## src/rtl/nios2_sysid_arbiter.sv

```systemverilog
// Two-master round-robin front end for the sysid slave with a fixed 2-cycle registered read path.
// After reset a checker reads both sysid words and reports whether they match the expected values.
module nios2_sysid_arbiter #(
  parameter logic [31:0] EXPECTED_ID        = 32'd1,
  parameter logic [31:0] EXPECTED_TIMESTAMP = 32'd1501838636
) (
  input  logic        clock,
  input  logic        reset,
  input  logic        m0_read,
  input  logic        m0_address,
  output logic        m0_waitrequest,
  output logic        m0_readdatavalid,
  output logic [31:0] m0_readdata,
  input  logic        m1_read,
  input  logic        m1_address,
  output logic        m1_waitrequest,
  output logic        m1_readdatavalid,
  output logic [31:0] m1_readdata,
  output logic        sid_address,
  input  logic [31:0] sid_readdata,
  output logic        check_done,
  output logic        id_ok,
  output logic        id_bad
);

  typedef enum logic [1:0] {StChkId, StChkTs, StWait, StDone} state_e;

  localparam logic [1:0] TagM0  = 2'd0;
  localparam logic [1:0] TagM1  = 2'd1;
  localparam logic [1:0] TagChk = 2'd2;

  state_e      state_q, state_d;
  logic        chk_issue, chk_addr, done;
  logic        grant0, grant1, accept, accept_addr;
  logic [1:0]  accept_tag;
  logic        last_grant_q;  // 1: m1 was granted last
  logic        valid1_q;
  logic [1:0]  tag1_q;
  logic        resp_valid_q, resp_addr_q;
  logic [1:0]  resp_tag_q;
  logic [31:0] resp_data_q;
  logic        chk_rsp, chk_cnt_q, id_match_q, ts_match_q;

  assign chk_rsp = resp_valid_q & (resp_tag_q == TagChk);

  // FSM state register
  always_ff @(posedge clock) begin
    if (reset) state_q <= StChkId;
    else       state_q <= state_d;
  end

  // FSM next state; the second checker response closes the wait
  always_comb begin
    state_d = state_q;
    unique case (state_q)
      StChkId: state_d = StChkTs;
      StChkTs: state_d = StWait;
      StWait:  if (chk_rsp && chk_cnt_q) state_d = StDone;
      StDone:  state_d = StDone;
      default: state_d = StChkId;
    endcase
  end

  // FSM outputs
  always_comb begin
    chk_issue = 1'b0;
    chk_addr  = 1'b0;
    done      = 1'b0;
    unique case (state_q)
      StChkId: chk_issue = 1'b1;
      StChkTs: begin
        chk_issue = 1'b1;
        chk_addr  = 1'b1;
      end
      StDone:  done = 1'b1;
      default: ;
    endcase
  end

  // Masters only see grants once the checker has released the slave
  always_comb begin
    grant0      = done & ~reset & m0_read & (~m1_read | last_grant_q);
    grant1      = done & ~reset & m1_read & (~m0_read | ~last_grant_q);
    accept      = (chk_issue & ~reset) | grant0 | grant1;
    accept_addr = chk_issue ? chk_addr : (grant1 ? m1_address : m0_address);
    accept_tag  = chk_issue ? TagChk : (grant1 ? TagM1 : TagM0);
  end

  assign m0_waitrequest = m0_read & ~grant0;
  assign m1_waitrequest = m1_read & ~grant1;

  always_ff @(posedge clock) begin
    if (reset) begin
      last_grant_q <= 1'b1;
      valid1_q     <= 1'b0;
      tag1_q       <= TagM0;
      sid_address  <= 1'b0;
      resp_valid_q <= 1'b0;
      resp_tag_q   <= TagM0;
      resp_addr_q  <= 1'b0;
      resp_data_q  <= '0;
      chk_cnt_q    <= 1'b0;
      id_match_q   <= 1'b0;
      ts_match_q   <= 1'b0;
    end else begin
      if (grant0 || grant1) last_grant_q <= grant1;
      valid1_q <= accept;
      if (accept) begin
        sid_address <= accept_addr;
        tag1_q      <= accept_tag;
      end
      resp_valid_q <= valid1_q;
      if (valid1_q) begin
        resp_tag_q  <= tag1_q;
        resp_addr_q <= sid_address;
        resp_data_q <= sid_readdata;
      end
      if (chk_rsp) begin
        chk_cnt_q <= 1'b1;
        if (resp_addr_q) ts_match_q <= (resp_data_q == EXPECTED_TIMESTAMP);
        else             id_match_q <= (resp_data_q == EXPECTED_ID);
      end
    end
  end

  assign m0_readdatavalid = resp_valid_q & (resp_tag_q == TagM0);
  assign m1_readdatavalid = resp_valid_q & (resp_tag_q == TagM1);
  assign m0_readdata      = resp_data_q;
  assign m1_readdata      = resp_data_q;

  assign check_done = done;
  assign id_ok      = done & id_match_q & ts_match_q;
  assign id_bad     = done & ~(id_match_q & ts_match_q);

endmodule

```

## config.mk

```make
export PLATFORM = sky130hd
export DESIGN_NAME = nios2_sysid_arbiter
export DESIGN_NICKNAME = d
export VERILOG_FILES = /design/src/rtl/nios2_sysid_arbiter.sv
export SDC_FILE = /design/constraint.sdc
export NUM_CORES = 1
export LEC_CHECK = 0
export BUFFER_PORTS_ARGS = -buffer_cell sky130_fd_sc_hd__buf_2
export CORE_UTILIZATION = 40
export DETAILED_ROUTE_END_ITERATION = 12
export PLACE_DENSITY = 0.7
export SLEW_MARGIN = 15
export SYNTH_ARGS = -nofsm -noshare
export SYNTH_HDL_FRONTEND = slang
export SYNTH_SLANG_ARGS = --single-unit
```

## constraint.sdc

```tcl
create_clock -name clock -period 3.6 [get_ports clock]
set_input_delay 0.72 -clock clock [delete_from_list [all_inputs] [get_ports clock]]
set_output_delay 0.72 -clock clock [all_outputs]
set_load 0.02 [all_outputs]
```

Yosys cells after proc, flatten, opt, wreduce, memory -nomap -nowiden
Index checks and enable logic that the tools add are counted.
{ "classes": {"reduce_logical": 7, "muxes": 9, "bitwise_logic": 27, "eq_ne": 8} }
{ "op_table": {"columns": ["cell", "count"], "rows": [
  ["== test 32 x 1 -> 1 bit (second input constant)", 1],
  ["== test 32 x 31 -> 1 bit (second input constant)", 1],
  ["bitwise AND 1 bit", 15],
  ["inverter 1 bit", 8],
  ["one-hot mux 2 bit (4 select lines)", 1],
  ["== test 2 bit (second input constant)", 3],
  ["2-to-1 mux 1 bit", 6],
  ["== test 2 x 1 -> 1 bit (second input constant)", 2],
  ["logical NOT 2 bit", 2],
  ["2-to-1 mux 2 bit", 2],
  ["bitwise OR 1 bit", 4],
  ["AND reduction 2 bit", 2],
  ["!= test 2 bit (second input constant)", 1],
  ["OR reduction 2 bit", 1],
  ["logical AND 1 bit", 1],
  ["logical OR 1 bit", 1]
]} }
{ "totals": {"word_cells": 63, "output_inout_bits": 72, "regBits": 46, "in_bits": 38} }

Depth between registers and ports, before layout
Gate-level depths: netlist of run 1.
{ "logic_depth": {"depth_word": 7, "mapped_depth": 5, "mapped_depth_nobuf": 4} }

Worst setup path before layout of run 1
OpenSTA, ideal clock, no wires.
{ "synth_timing": {"path_type": "input -> output", "from": "input reset", "to": "output m1_waitrequest", "arrival_ps": 1471, "required_ps": 2880, "slack_ps": 1409, "n_path_buf": 1, "stages": 4, "cell_sequence": "buf_2 > a21oi_1 > and4_1 > nor2b_1"} }
{ "synth_between": {"elab_chain_len": 6} }
{ "synth_rtl": {"columns": ["item", "line", "source"], "rows": [
  ["start, declared", "8", "input logic reset,"],
  ["inverter 1 bit", "83", "grant1 = done & ~reset & m1_read & (~m0_read | ~last_grant_q);"],
  ["bitwise AND 1 bit (3 in a row)", "83", null],
  ["inverter 1 bit", "90", "assign m1_waitrequest = m1_read & ~grant1;"],
  ["bitwise AND 1 bit", "90", null],
  ["end, declared", "16", "output logic m1_waitrequest,"]
]} }
Every way passes these cells.

Final worst setup path of run 1
{ "layout_timing": {"from": "input m0_read", "to": "output m1_waitrequest"} }
{ "layout_between": {"elab_chain_len": 5} }
{ "layout_rtl": {"columns": ["item", "line", "source"], "rows": [
  ["start, declared", "9", "input logic m0_read,"],
  ["inverter 1 bit", "83", null],
  ["bitwise OR 1 bit", "83", null],
  ["bitwise AND 1 bit", "83", null],
  ["inverter 1 bit", "90", null],
  ["bitwise AND 1 bit", "90", null]
]} }
Every way passes these cells.

==> results of run 1 <==
==> logic make-up after synthesis <==
kind of cell | Yosys count
AOI/OAI and AO/OA | 16
buffers and inverters | 45
DFF | 46
muxes | 35
and+or+nand+nor | 69
==> report_power, final <==
part	leakage (nW)	internal, mW	switching (mW)	total (mW)
registers	0.379	0.544	0.0537	0.598
clock network	0.0472	0.154	0.164	0.318
logic	0.897	0.102	0.134	0.235
==> critical path, cell delays in order <==
cell,delay (ns)
buf_2,0.12
a21oi_1,0.18
and4_1,0.26
nor2b_1,0.05
buf_2,0.15
==> layout make-up <==
class	instances	area [um2]	area share
Sequential cell	46	922	0.370
Tap cell	67	83.8	0.0336
Clock inverter	2	12.5	0.00502
Multi-Input combinational cell	120	823	0.330
Clock buffer	6	82.6	0.0331
Inverter	4	15.0	0.00602
Timing Repair Buffer	110	553	0.222
==> through the flow <==
| stage | instance area (um2) | setup WS [ns] | cells |
|---|---|---|---|
| floorplan | 2040 | 1.41 | 211 |
| global placement | 2400 | 1.42 | 347 |
| detailed placement | 2400 | 1.40 | 347 |
| CTS | 2490 | 1.40 | 355 |
| global route | 2490 | 1.34 | 355 |
| finish | 2490 | 1.39 | 355 |
==> per-layer routing <==
layer | vias to the layer above | global-route usage | routed length [um]
met5 | - | 0 | 0
met4 | 0 | 0.0577 | 54
met3 | 7 | 0.0357 | 242
met2 | 66 | 0.270 | 1990
met1 | 740 | 0.188 | 1950
li1 | 848 | - | -
==> cell usage after synthesis <==
master,count
nor4b_1,1
nand4b_1,1
dfxtp_1,46
nor4_4,1
or4_4,1
nand2b_1,1
clkbuf_1,1
o31a_1,1
a21oi_1,5
a41oi_1,1
o21ai_0,1
and3_1,2
o21ai_1,2
a211oi_1,2
a32o_2,2
nor4_1,7
a21o_1,1
nand2_1,2
a32o_1,1
nor2b_1,3
and4_1,2
inv_1,4
nand4_1,4
nor2_1,41
nor3b_1,1
buf_4,32
buf_2,6
and3b_1,2
mux2i_1,35
buf_1,2
==> cell usage in the layout, fill, tap and decap left out, types with 2 or more instances in the layout <==
| cell type | count |
|---|---|
| a211oi_1 | 2 |
| a21oi_1 | 5 |
| a32o_2 | 2 |
| and3_1 | 2 |
| and3b_1 | 2 |
| and4_1 | 2 |
| buf_2 | 109 |
| clkbuf_8 | 6 |
| dfxtp_1 | 45 |
| inv_1 | 4 |
| mux2i_1 | 35 |
| nand2_1 | 2 |
| nand4_1 | 4 |
| nor2_1 | 41 |
| nor2b_1 | 3 |
| nor4_1 | 7 |
| o21ai_1 | 2 |
==> flip-flops by register name, indices dropped and copies added, names as in the netlist, 2 cells and up <==
signal / flops
state_q: 2
resp_tag_q: 2
tag1_q: 2
m0_readdata: 32
==> final timing paths <==
kind,to,depth (start not counted),startpoint
min,tag1_q[0],1,tag1_q[0]
min reg2reg,tag1_q[0],1,tag1_q[0]
max,m1_waitrequest,5,m0_read
max reg2reg,m0_readdata[22],2,valid1_q
==> results_dict.tcl, run 1 <==
set metrics [dict create \
    outcome "finished, final reports clean" \
    dieArea_mm2 0.00539 \
    clkSinkCount 46 \
    layout-drive-gt1-share 0.427 \
    synth_adder_area_share 0 \
    critPathKind "primary input to output port" \
    viasPerCell 4.68 \
    rrSetupSlack_ns 2.08 \
    synth_compound_area_frac 0.0552 \
    cts_tree "built" \
    clock-skew-final_ns 0.00675 \
    area_growth_pct 22.1 \
    track_usage 0.156 \
    num_vias 1661 \
    cts-buffers-inserted 5 \
    hpwl_um 3200 \
    finalHoldViolCount 0 \
    ys_seq_elements 46 \
    timing.slew.headroom 0.290 \
    die_w_um 73.4 \
    port_buffers 109 \
    grt_pass1_wl_um 6360 \
    clk-insertion-delay-late_ns 0.29 \
    drt-total-wl_um 4240 \
    core_mm2 0.00482 \
    postRouteAntennaNets 0 \
    worstMarginPinSlew_ns 1.07 \
    ys_warn_count 0 \
    clock_path_buffers 2 \
    synth_area_mm2 0.00204 \
    row_count 25 \
    critPathLaunchType "primary input" \
    drc 0 \
    ioPinCount 110 \
    synth_top_family_by_area "simple AND/OR/NAND/NOR gates" \
    synth_xor_area_frac 0 \
    peakVddDrop_mv 0.231 \
    wl_per_cell_um 11.9 \
    synthCells 211 \
    drt_iter0_markers 41 \
    cellLeakagePower_nw 1.32 \
    syn_area_per_cell_um2 9.67 \
    htree_num_levels 2 \
    slew_viol_final 0 \
    period_share 0.613 \
    setup_viol 0 \
    synth-simple-area-share 0.177 \
    yosysSeqAreaShare 0.451 \
    grt_pass1_vias 1451 \
    max_cap_violations 0 \
    overflow 0 \
    holdBufCountCts 0 \
    initial_core_util 0.424 \
    synth_top_area_share 0.451 \
    grt_max_degree 42 \
    cp-end-kind "output port" \
    fin_nets 325 \
    place_congestion 0.773 \
    die_h_um 73.4 \
    yosys.area.top_type "dfxtp_1" \
    hold_slack_ns 0.474 \
    post-route-util 0.517 \
    hold_path.class "register to register" \
    fin_crit_ns 2.21 \
    power_mw 1.15 \
    fin_tns_setup_ns 0 \
    dr.pass1.iters 4 \
    postCtsSetupRepairBufs 0 \
    synth.distinct_cells 30 \
    powerDensity_mw_per_mm2 462 \
    synth_fp_nets 249 \
    fillers 488 \
    cp.arrival_ns 1.49 \
    fmax_ghz 0.453 \
    synth_mux_area_frac 0.172 \
    post_cts_resized 0 \
    cts.clk_slew.worst_paths_ns 0.08 \
    rsz0062_at_grt "false" \
    cts_root_buf "clkbuf_8" \
    antenna_found_initial 0 \
    synthTopCellsByArea "dfxtp_1 45%, mux2i_1 17%, buf_4 12%" \
    antenna_cells 0 \
    worstPathRequired_ns 2.88 \
    crit_fanout 4 \
]
No activity file was read; power rests on OpenSTA's default activity.
==> run 2, diff against run 1 <==
- PLACE_DENSITY: 0.7 -> 0.73
- clock period: 3.6 -> 1.9 ns (I/O delays scaled with it)
==> run 2 against run 1 <==
Compared with the run above:
- clock power up 86%
- final cell count grew 0.85%
- die area did not move
- total power is 89% higher
- clock skew shrank 0.0032 ns
- wire length fell by 0.38%
- cell area is 0.75% higher
- combinational power increased by 110%
- critical endpoint is now id_ok
- largest cell class unchanged
==> results_dict.tcl, run 2 (synthesized netlist as in run 1, its figures left out) <==
set metrics [dict create \
    outcome "finished, final reports clean" \
    postRouteAntennaNets 0 \
    fin_tns_setup_ns 0 \
    critPathLaunchType "register" \
    fin_crit_ns 1.68 \
    clkSinkCount 46 \
    num_vias 1706 \
    cellLeakagePower_nw 1.34 \
    rsz0062_at_grt "false" \
    max_cap_violations 0 \
    viasPerCell 4.77 \
    drc 0 \
    fillers 471 \
    dr.pass1.iters 4 \
    critPathKind "register to output port" \
    grt_max_degree 25 \
    postCtsSetupRepairBufs 0 \
    crit_fanout 7 \
    drt_iter0_markers 84 \
    setup_viol 0 \
    area_growth_pct 23.1 \
    period_share 0.884 \
    clock-skew-final_ns 0.00351 \
    finalHoldViolCount 0 \
    core_mm2 0.00482 \
    slew_viol_final 0 \
    clock_path_buffers 2 \
    cts_root_buf "clkbuf_8" \
    timing.slew.headroom 0.753 \
    post-route-util 0.521 \
    overflow 0 \
    hold_path.class "primary input to register" \
    cp.arrival_ns 1.30 \
    cts_tree "built" \
    fin_nets 328 \
    die_h_um 73.4 \
    antenna_cells 0 \
    row_count 25 \
    place_congestion 0.812 \
    worstPathRequired_ns 1.52 \
    cts-buffers-inserted 5 \
    track_usage 0.157 \
    place_ws_ns 0.333 \
    grt_pass1_wl_um 6390 \
    worstMarginPinSlew_ns 0.368 \
    cts.clk_slew.worst_paths_ns 0.08 \
    hpwl_um 3230 \
    die_w_um 73.4 \
    post_cts_resized 0 \
    peakVddDrop_mv 0.471 \
    holdBufCountCts 0 \
    antenna_found_initial 0 \
    layout-drive-gt1-share 0.430 \
    layout_common_cells "109 x buf_2, 45 x dfxtp_1, 41 x nor2_1" \
    dieArea_mm2 0.00539 \
    port_buffers 109 \
    clk-insertion-delay-late_ns 0.29 \
    powerDensity_mw_per_mm2 866 \
    grt_pass1_vias 1404 \
    wl_per_cell_um 11.8 \
    mostFrequentLayoutCell "buf_2" \
    cp-end-kind "output port" \
    fmax_ghz 0.595 \
    initial_core_util 0.424 \
    largest_reg_flops 32 \
    ioPinCount 110 \
    worst_slack_ns 0.220 \
    drt-total-wl_um 4220 \
    htree_num_levels 2 \
]
## run 2: routing by layer
layer | vias to the layer above | global-route usage | routed length, um
li1 | 857 | - | -
met1 | 774 | 0.195 | 1980
met2 | 70 | 0.255 | 1910
met3 | 5 | 0.0466 | 286
met4 | 0 | 0.0641 | 50
met5 | - | 0 | 0
## run 2: power breakdown
part           internal [mW]  switching (mW)  total [mW]
clock                  0.293           0.300       0.593
sequential              1.03          0.0684        1.10
combinational          0.195           0.287       0.482
total                   1.52           0.655        2.17
## run 2: area by class of cell
class,instances,area (um2),share of cell area
clock buffer,7,86.3,0.0344
clock inverter,1,5.00,0.00199
inverter,4,15.0,0.00598
multi-input combinational,120,823,0.328
sequential,46,922,0.367
tap,67,83.8,0.0334
timing repair buffer,113,576,0.229
## run 2: final timing paths
check / startpoint / cells after the start / end / slack [ns]
worst max-delay path: state_q[0] / 4 / id_ok / 0.22
worst min-delay path: sid_readdata[29] / 3 / m0_readdata[29] / 0.32
worst max register to register: m0_readdata[22] / 3 / id_match_q / 0.53
worst min register to register: chk_cnt_q / 2 / chk_cnt_q / 0.48
## run 2: per-stage QoR
| stage | std cells | hold slack [ns] | power [mW] | cell area [um2] |
|---|---|---|---|---|
| finish | 358 | 0.321 | 2.17 | 2510 |
| global route | 358 | 0.325 | 2.29 | 2510 |
| CTS | 358 | 0.309 | 2.21 | 2510 |
| detailed placement | 350 | 0.472 | 1.61 | 2420 |
| global placement | 350 | 0.452 | 1.61 | 2420 |
| floorplan | 211 | 0.426 | 1.49 | 2040 |
## run 2: worst max-delay path, cell delays in order, from the launching register on
cell and delay [ns]:
dfxtp_1 0.43, nand2_1 0.13, inv_1 0.13, and3_1 0.17, buf_2 0.16
